===== src/rtl/som_if_ram_loader_if.sv =====
// Upstream pixel stream plus RAM_IF write port of the SOM input-feature loader.
// The loader connects through the slave modport; the stream source / RAM model uses master.
interface som_if_ram_loader_if #(
    parameter int DATA_W = 24,
    parameter int ADDR_W = 18
);
    logic              in_valid;
    logic [DATA_W-1:0] in_data;
    logic              in_last;
    logic              in_ready;
    logic [ADDR_W-1:0] RAM_IF_A;
    logic [DATA_W-1:0] RAM_IF_D;
    logic              RAM_IF_WE;

    modport master (
        output in_valid, in_data, in_last,
        input  in_ready, RAM_IF_A, RAM_IF_D, RAM_IF_WE
    );

    modport slave (
        input  in_valid, in_data, in_last,
        output in_ready, RAM_IF_A, RAM_IF_D, RAM_IF_WE
    );
endinterface


===== src/rtl/som_if_ram_loader.sv =====
// Loads one DEPTH-word frame from a valid/ready stream into RAM_IF and pulses load_done.
// Optional frame checksum enabled by the SOM_IF_CKSUM_EN macro.
module som_if_ram_loader #(
    parameter int DATA_W = 24,
    parameter int ADDR_W = 18,
    parameter int DEPTH  = 4096
) (
    input  logic                clk,
    input  logic                rst,
    input  logic                start,
    som_if_ram_loader_if.slave  bus,
    output logic                busy,
    output logic                load_done,
    output logic                frame_err,
    output logic [15:0]         checksum
);

    localparam int CNT_W = ADDR_W + 1;
    localparam logic [CNT_W-1:0] LAST_CNT = CNT_W'(DEPTH - 1);

    typedef enum logic [1:0] {
        IDLE = 2'd0,
        LOAD = 2'd1,
        DONE = 2'd2
    } state_t;

    state_t            state_q, state_d;
    logic [CNT_W-1:0]  cnt_q, cnt_d;
    logic [ADDR_W-1:0] addr_q, addr_d;
    logic [DATA_W-1:0] data_q, data_d;
    logic              we_q, we_d;
    logic              err_q, err_d;
    logic              accept;

    assign accept = bus.in_valid && (state_q == LOAD);

    always_comb begin
        state_d = state_q;
        cnt_d   = cnt_q;
        addr_d  = addr_q;
        data_d  = data_q;
        we_d    = 1'b0;
        err_d   = err_q;
        case (state_q)
            IDLE: begin
                if (start) begin
                    state_d = LOAD;
                    cnt_d   = '0;
                    err_d   = 1'b0;
                end
            end
            LOAD: begin
                if (accept) begin
                    addr_d = cnt_q[ADDR_W-1:0];
                    data_d = bus.in_data;
                    we_d   = 1'b1;
                    cnt_d  = cnt_q + 1'b1;
                    // Leaving at DEPTH-1 is what keeps cnt from ever addressing past the frame.
                    if (cnt_q == LAST_CNT) begin
                        state_d = DONE;
                        err_d   = !bus.in_last;
                    end else if (bus.in_last) begin
                        state_d = DONE;
                        err_d   = 1'b1;
                    end
                end
            end
            DONE: begin
                state_d = IDLE;
            end
            default: begin
                state_d = IDLE;
            end
        endcase
    end

    always_ff @(posedge clk or posedge rst) begin
        if (rst) begin
            state_q <= IDLE;
            cnt_q   <= '0;
            addr_q  <= '0;
            data_q  <= '0;
            we_q    <= 1'b0;
            err_q   <= 1'b0;
        end else begin
            state_q <= state_d;
            cnt_q   <= cnt_d;
            addr_q  <= addr_d;
            data_q  <= data_d;
            we_q    <= we_d;
            err_q   <= err_d;
        end
    end

`ifdef SOM_IF_CKSUM_EN
    logic [15:0] ck_q, ck_d;
    logic [15:0] data16;

    if (DATA_W >= 16) begin : g_data_wide
        assign data16 = bus.in_data[15:0];
    end else begin : g_data_narrow
        assign data16 = {{(16-DATA_W){1'b0}}, bus.in_data};
    end

    always_comb begin
        ck_d = ck_q;
        if (state_q == IDLE && start) begin
            ck_d = '0;
        end else if (accept) begin
            ck_d = ck_q + data16;
        end
    end

    always_ff @(posedge clk or posedge rst) begin
        if (rst) begin
            ck_q <= '0;
        end else begin
            ck_q <= ck_d;
        end
    end

    assign checksum = ck_q;
`else
    assign checksum = 16'h0000;
`endif

    // All status outputs decode straight from flops, so reset clears them at once.
    assign bus.in_ready  = (state_q == LOAD);
    assign bus.RAM_IF_A  = addr_q;
    assign bus.RAM_IF_D  = data_q;
    assign bus.RAM_IF_WE = we_q;
    assign busy          = (state_q != IDLE);
    assign load_done     = (state_q == DONE);
    assign frame_err     = err_q;

endmodule


===== src/flat_wrapper.sv =====
// flat-port wrapper written by rule: the top's interface ports become plain ports
module som_if_ram_loader_flat 
#(
    parameter int DATA_W = 24,
    parameter int ADDR_W = 18,
    parameter int DEPTH  = 4096
)
  (clk, rst, start, busy, load_done, frame_err, checksum, bus_in_valid, bus_in_data, bus_in_last, bus_in_ready, bus_RAM_IF_A, bus_RAM_IF_D, bus_RAM_IF_WE);
  som_if_ram_loader_if #(.DATA_W(DATA_W), .ADDR_W(ADDR_W)) bus_i ();
  input  logic clk;
  input  logic rst;
  input  logic start;
  output logic busy;
  output logic load_done;
  output logic frame_err;
  output logic [15:0] checksum;
  input wire logic [$bits(bus_i.in_valid)-1:0] bus_in_valid;
  input wire logic [$bits(bus_i.in_data)-1:0] bus_in_data;
  input wire logic [$bits(bus_i.in_last)-1:0] bus_in_last;
  output wire logic [$bits(bus_i.in_ready)-1:0] bus_in_ready;
  output wire logic [$bits(bus_i.RAM_IF_A)-1:0] bus_RAM_IF_A;
  output wire logic [$bits(bus_i.RAM_IF_D)-1:0] bus_RAM_IF_D;
  output wire logic [$bits(bus_i.RAM_IF_WE)-1:0] bus_RAM_IF_WE;
  assign bus_i.in_valid = bus_in_valid;
  assign bus_i.in_data = bus_in_data;
  assign bus_i.in_last = bus_in_last;
  assign bus_in_ready = bus_i.in_ready;
  assign bus_RAM_IF_A = bus_i.RAM_IF_A;
  assign bus_RAM_IF_D = bus_i.RAM_IF_D;
  assign bus_RAM_IF_WE = bus_i.RAM_IF_WE;
  som_if_ram_loader #(.DATA_W(DATA_W), .ADDR_W(ADDR_W), .DEPTH(DEPTH)) u_core (.clk(clk), .rst(rst), .start(start), .bus(bus_i), .busy(busy), .load_done(load_done), .frame_err(frame_err), .checksum(checksum));
endmodule

===== config.mk =====
export PLATFORM = sky130hd
export DESIGN_NAME = som_if_ram_loader_flat
export DESIGN_NICKNAME = d
export VERILOG_FILES = /design/src/rtl/som_if_ram_loader_if.sv /design/src/rtl/som_if_ram_loader.sv /design/src/flat_wrapper.sv
export SDC_FILE = /design/constraint.sdc
export NUM_CORES = 1
export LEC_CHECK = 0
export ABC_AREA = 0
export BUFFER_PORTS_ARGS = -buffer_cell sky130_fd_sc_hd__buf_2
export CAP_MARGIN = 20
export CORE_MARGIN = 2
export CORE_UTILIZATION = 53
export CTS_BUF_LIST = sky130_fd_sc_hd__clkbuf_8
export CTS_CLUSTER_DIAMETER = 40
export CTS_CLUSTER_SIZE = 30
export DETAILED_ROUTE_END_ITERATION = 16
export PLACE_DENSITY = 0.89
export SLEW_MARGIN = 0
export SYNTH_ARGS = -nofsm -noshare
export SYNTH_HDL_FRONTEND = slang
export SYNTH_SLANG_ARGS = --single-unit

===== constraint.sdc =====
create_clock -name clk -period 2.2 [get_ports clk]
set_clock_uncertainty 0.05 [all_clocks]
set_input_delay 0.22 -clock clk [delete_from_list [all_inputs] [get_ports clk]]
set_output_delay 0.22 -clock clk [all_outputs]
set_load 0.02 [all_outputs]

# Word level (Yosys, flattened, before mapping)
# Cells that the tools add are included.
[word_totals]
regBits = 65
in_bits = 29
output_inout_bits = 63
wordCells = 37
[classes]
add_sub_neg = 1
eq_ne = 6
muxes = 15
reduce_logical = 9
[ops]
columns = ["operator", "n"]
rows = [
  ["$mux W19", 2],
  ["$pmux W19 S2", 1],
  ["$add A19 B1 Y19 const B", 1],
  ["$eq A19 B12 Y1 const B", 1],
  ["$mux W2", 4],
  ["$mux W1", 6],
  ["$reduce_and A3 Y1", 2],
  ["$pmux W2 S2", 1],
  ["$reduce_and A4 Y1", 1],
  ["$reduce_bool A2 Y1", 2],
  ["$ne A3 B2 Y1 const B", 1],
  ["$eq A2 B1 Y1 const B", 1],
  ["$eq A2 B2 Y1 const B", 1],
  ["$logic_not A2 Y1", 1],
  ["$ne A2 B1 Y1 const B", 1],
  ["$ne A2 B2 Y1 const B", 1],
  ["$pmux W1 S2", 1],
  ["$reduce_and A2 Y1", 1],
  ["$logic_and A1 B1 Y1", 1],
  ["$logic_not A1 Y1", 1],
]

# Logic depth before layout (Yosys ltp)
[depth]
ltp_word = 4
mapped_depth = 7

# Least setup slack after synthesis
# No wires, ideal clock.
[synth_timing]
path_type = "register to register"
from = "reg u_core.state_q[1]"
to = "reg u_core.addr_q[11] (netlist: u_core.bus.RAM_IF_A[11])"
setup_ps = 65
arrival_time_ps = 1743
required_time_ps = 2085
setup_slack_ps = 342
path_stages_with_launch = 8
period_less_slack_ps = 1858
path_cell_list = "dfrtp_1 -> clkbuf_1 -> nor2b_1 -> nand2_1 -> inv_2 -> clkbuf_1 -> nand2_1 -> nand2_1"
[synth_via]
elab_chain_len = 3
[synth_rtl]
columns = ["item", "line_no", "text"]
rows = [
  ["from (decl)", "som_if_ram_loader.sv:27", "state_t state_q, state_d;"],
  ["from (signal assigned)", "som_if_ram_loader.sv:86", "state_q <= state_d;"],
  ["$eq A2 B1 Y1 *", "-", ""],
  ["net bus_in_ready", "flat_wrapper.sv:20", "output wire logic [$bits(bus_i.in_ready)-1:0] bus_in_ready;"],
  ["$logic_and A1 B1 Y1", "som_if_ram_loader.sv:35", "assign accept = bus.in_valid && (state_q == LOAD);"],
  ["$reduce_and A2 Y1 (no line) *", "-", ""],
  ["to (signal assigned)", "som_if_ram_loader.sv:88", "addr_q <= addr_d;"],
  ["to (decl)", "som_if_ram_loader.sv:29", "logic [ADDR_W-1:0] addr_q, addr_d;"],
]
# Mark *: on every way through the listed nets, which the timed path passes. The rest lies on a longest branch.
# A chain may end at the register's enable or synchronous reset.

# Worst setup path in the final report
[layout_timing]
from = "reg u_core.state_q[0]"
to = "reg u_core.cnt_q[17]"
[layout_via]
elab_chain_len = 4
elab_cells_between_ends = 8
cone_classes = "eq/ne: 3; mux: 1; reduce/logical: 4"
[layout_rtl]
columns = ["item", "line_no", "text"]
rows = [
  ["$eq A2 B1 Y1", "som_if_ram_loader.sv:35, som_if_ram_loader.sv:44", ""],
  ["$logic_and A1 B1 Y1", "som_if_ram_loader.sv:35", ""],
  ["$ne A2 B1 Y1 (no line)", "-", ""],
  ["$reduce_and A3 Y1 (no line)", "-", ""],
  ["to (signal assigned)", "som_if_ram_loader.sv:87", "cnt_q <= cnt_d;"],
  ["to (decl)", "som_if_ram_loader.sv:28", "logic [CNT_W-1:0] cnt_q, cnt_d;"],
]
# Parallel ways exist; a longest one is shown, timed or not.

==> flow_summary.html <==
<table>
<tr><th>Metric</th><th>Value</th></tr>
<tr><th colspan="2">Outcome</th></tr>
<tr><td>Run status</td><td>finished clean</td></tr>
<tr><th colspan="2">STA</th></tr>
<tr><td>Final hold violations</td><td>0</td></tr>
<tr><td>Final setup viols</td><td>0</td></tr>
<tr><td>Accumulated negative setup slack</td><td>0 ns</td></tr>
<tr><td>Slew @ Worst Pin</td><td>about 0.66 ns</td></tr>
<tr><td>Final worst hold slack</td><td>between 0.009 and 0.01 ns</td></tr>
<tr><td>Time the worst path needs with I/O delays and setup</td><td>roughly 2.0 ns</td></tr>
<tr><td>Headroom to the max-slew limit</td><td>55.9%</td></tr>
<tr><td>Ratio of final minimum period to clock period</td><td>roughly 90%</td></tr>
<tr><td>Unrepaired setup endpoints after global routing</td><td>false</td></tr>
<tr><td>Maximum operating frequency</td><td>0.505 GHz</td></tr>
<tr><td>Max-slew violation count</td><td>0</td></tr>
<tr><th colspan="2">Critical path</th></tr>
<tr><td>Worst Path Required</td><td>2.42 ns</td></tr>
<tr><td>Minimum setup slack among reg-to-reg paths</td><td>roughly 0.22 ns</td></tr>
<tr><td>Beginning of the worst register-to-register path</td><td>u_core.state_q[0]</td></tr>
<tr><td>Startpoint-to-endpoint class of the critical path</td><td>flip-flop to flip-flop</td></tr>
<tr><td>Endpoint of the worst register-to-register path</td><td>u_core.cnt_q[17]</td></tr>
<tr><td>Crit start category</td><td>flip-flop</td></tr>
<tr><td>Kind of capture point of the worst setup path</td><td>flip-flop</td></tr>
<tr><td>Data arrival at the endpoint of the critical path</td><td>2.20 ns</td></tr>
<tr><td>Number of cells on the worst reg-to-reg path</td><td>4</td></tr>
<tr><td>Critical Path Fanout Max</td><td>8</td></tr>
<tr><th colspan="2">Floorplan</th></tr>
<tr><td>Die outline width</td><td>approximately 80 µm</td></tr>
<tr><td>Number of top-level pins</td><td>92</td></tr>
<tr><td>Area of the core region</td><td>about 5400 µm²</td></tr>
<tr><td>Area of the die</td><td>just over 6000 µm²</td></tr>
<tr><td>Starting density of the core</td><td>54.0%</td></tr>
<tr><td>Row cnt</td><td>27</td></tr>
<tr><td>Chip Height</td><td>just under 80 µm</td></tr>
<tr><th colspan="2">Finish</th></tr>
<tr><td>Utilization after layout</td><td>approximately two thirds</td></tr>
<tr><td>Final layout net count</td><td>436</td></tr>
<tr><td>Antenna fix cells</td><td>0</td></tr>
<tr><td>Fraction of final layout cells sized beyond drive strength 1</td><td>27.0%</td></tr>
<tr><td>Area of all placed cells without fillers</td><td>about 3600 µm²</td></tr>
<tr><td>Synth-to-Final Area Change</td><td>21.6%</td></tr>
<tr><th colspan="2">Placed design</th></tr>
<tr><td>Routability congestion estimate</td><td>0.888</td></tr>
<tr><td>Final HPWL from detailed placement</td><td>roughly 4600 µm</td></tr>
<tr><td>Input/output buffers</td><td>75</td></tr>
<tr><td>Post-DP Area</td><td>about 3400 µm²</td></tr>
<tr><th colspan="2">Detailed routing</th></tr>
<tr><td>Final wirelength</td><td>around 6400 µm</td></tr>
<tr><td>Detailed-route DRC error count</td><td>0</td></tr>
<tr><td>1st-pass router iterations</td><td>4</td></tr>
<tr><td>Detailed-route via count</td><td>roughly 2400</td></tr>
<tr><td>DRT antenna net count</td><td>0</td></tr>
<tr><td>Violation count after the first detailed-route iteration</td><td>~140</td></tr>
<tr><td>Mean routed wirelength per cell</td><td>around 13 µm</td></tr>
<tr><td>Post-DR vias/cell</td><td>5.00</td></tr>
<tr><th colspan="2">Clocking</th></tr>
<tr><td>Post-CTS setup buffer count</td><td>0</td></tr>
<tr><td>Clock H-tree levels</td><td>3</td></tr>
<tr><td>Clock latency of the later-clocked register in the worst-skew pair</td><td>0.34 ns</td></tr>
<tr><td>Buffers from clock root to sink, at most</td><td>2</td></tr>
<tr><td>Clock input transition at the sequential cells of the worst setup and hold paths</td><td>~0.080 ns</td></tr>
<tr><td>Clock tree root driver cell</td><td>sky130_fd_sc_hd__clkbuf_8</td></tr>
<tr><td>TritonCTS clock tree</td><td>yes</td></tr>
<tr><td>Resized cells post-CTS</td><td>0</td></tr>
<tr><td>Number of buffers added by the clock tree synthesis step</td><td>9</td></tr>
<tr><td>Clock tree sinks</td><td>between 60 and 70</td></tr>
<tr><th colspan="2">Logic synthesis</th></tr>
<tr><td>Share of flip-flops with an asynchronous set or reset</td><td>100%</td></tr>
<tr><td>Most instantiated flip-flop cell in the synthesis netlist</td><td>sky130_fd_sc_hd__dfrtp_1</td></tr>
<tr><td>Count of yosys warnings during synthesis</td><td>0</td></tr>
<tr><td>Most numerous cell in the Yosys netlist</td><td>sky130_fd_sc_hd__nand2_1</td></tr>
<tr><td>Post-Syn Instances</td><td>325</td></tr>
<tr><td>Area share of the largest cell type after synthesis</td><td>between 50% and 60%</td></tr>
<tr><td>Seq/Total Area, Yosys</td><td>about 55%</td></tr>
<tr><td>Biggest area contributors in the synthesized netlist</td><td>sky130_fd_sc_hd__dfrtp_1, sky130_fd_sc_hd__nand2_1, sky130_fd_sc_hd__buf_4</td></tr>
<tr><td>Number of flops mapped to enable cells by yosys</td><td>0</td></tr>
<tr><td>Cell type with the highest aggregate area in the netlist</td><td>sky130_fd_sc_hd__dfrtp_1</td></tr>
<tr><td>Count of cell types in the netlist</td><td>38</td></tr>
<tr><td>Top cell types by occurrence after synthesis</td><td>sky130_fd_sc_hd__nand2_1, sky130_fd_sc_hd__dfrtp_1, sky130_fd_sc_hd__buf_4</td></tr>
<tr><td>Syn_area_per_cell</td><td>between 9 and 10 µm²</td></tr>
<tr><td>Synthesized cell area</td><td>just under 3000 µm²</td></tr>
<tr><td>Count of state elements after synthesis</td><td>65</td></tr>
<tr><th colspan="2">Global route</th></tr>
<tr><td>Total congestion overflow after global routing</td><td>0</td></tr>
<tr><td>Initial antenna violation count</td><td>0</td></tr>
<tr><td>Global router's overall resource usage</td><td>22.4%</td></tr>
<tr><td>Wire length of the first global-routing pass</td><td>around 11000 µm</td></tr>
<tr><td>Via count of the first global-routing pass</td><td>roughly 2300</td></tr>
<tr><td>Maximum number of pins on one net before global-route repair</td><td>43</td></tr>
<tr><th colspan="2">Run</th></tr>
<tr><td>Number of max-cap violations</td><td>0</td></tr>
<tr><th colspan="2">Worst hold path</th></tr>
<tr><td>Hold path startpoint</td><td>bus_in_data[18]</td></tr>
<tr><td>Hold depth</td><td>3</td></tr>
<tr><td>Type of the worst min-delay path</td><td>input pin to flip-flop</td></tr>
<tr><td>Worst hold endpoint</td><td>u_core.bus.RAM_IF_D[18]</td></tr>
<tr><th colspan="2">Power and ir drop</th></tr>
<tr><td>Static leakage power</td><td>0.00200 µW</td></tr>
<tr><td>Pwr Density</td><td>1130 nW/µm²</td></tr>
<tr><td>Maximum resistive drop on vdd</td><td>around 0.00072 V</td></tr>
</table>
sequential cells by signal (all words and copies together), names as in the netlist:
signal and count:
u_core.bus.RAM_IF_A 18, u_core.bus.RAM_IF_D 24, u_core.bus.RAM_IF_WE 1, u_core.cnt_q 19, u_core.frame_err 1, u_core.state_q 2
metrics by stage:
stage / worst slack [ns] / total power (µW) / cells
floorplan: 0.304 / 2590 / 340
global placement: 0.355 / 2980 / 465
detailed placement: 0.281 / 3030 / 465
CTS: 0.247 / 4070 / 483
global route: 0.106 / 4280 / 483
finish: 0.220 / 4030 / 483
metal layers:
metal	vias up	global-route usage [%]	share of wire, %
li1	1191	-	-
met1	1123	28.8	44
met2	89	35.2	49
met3	14	5.29	5.8
met4	0	12.1	1.9
met5	-	0	0
what timing repair did:
action	CTS	global route
endpoints found under the hold margin	20	0
endpoints found under the setup margin	0	0
hold buffers	2	0
kinds of logic after synthesis:
logic type / share of synthesized area (%)
fa+ha+maj: 0.426
simple gates: 29.4
buf+inv: 6.43
flops: 55.4
compound gates: 4.69
mux: 2.09
other cells: 0.128
xor+xnor: 1.49
power breakdown:
group          total, µW  leakage (µW)  switching, µW  internal [µW]
Combinational       1360       0.00103            913            443
Clock               1020      0.000100            492            532
Sequential          1650      0.000862            173           1480
Total               4030       0.00200           1580           2450
layout by cell type (no fill, tap or decap), types with 7 or more instances in the layout:
cell type                    n
sky130_fd_sc_hd__a21oi_1     8
sky130_fd_sc_hd__buf_2      75
sky130_fd_sc_hd__clkbuf_8    9
sky130_fd_sc_hd__conb_1     16
sky130_fd_sc_hd__dfrtp_1    65
sky130_fd_sc_hd__nand2_1   137
sky130_fd_sc_hd__nor2_1      9
sky130_fd_sc_hd__o31ai_1     7
worst max-delay path by stage:
stage,start,slack [ns],to
after floorplan,rst,0.30,u_core.bus.RAM_IF_A[0]
after CTS,u_core.state_q[0],0.25,u_core.cnt_q[17]
after detailed placement,u_core.state_q[0],0.28,u_core.cnt_q[17]
after global routing,u_core.state_q[0],0.11,u_core.cnt_q[15]
after global placement,u_core.state_q[0],0.35,u_core.cnt_q[15]
final,u_core.state_q[0],0.22,u_core.cnt_q[17]
worst max-delay path, cell delays in order (launching register included):
cell and delay, ns:
sky130_fd_sc_hd__dfrtp_1 0.46, sky130_fd_sc_hd__mux2i_1 0.25, sky130_fd_sc_hd__or3_1 0.48, sky130_fd_sc_hd__or4_1 0.51
sky130_fd_sc_hd__a21oi_1 0.16
area by class of cell:
type,instances,area [µm²]
clock inverter,7,77.6
multi-input combinational,242,1180
clock buffer,9,124
inverter,4,15.0
sequential,65,1630
tap,72,90.1
fill,456,1870
timing repair buffer,84,460
Note: power is estimated with default switching activity, not from simulation.
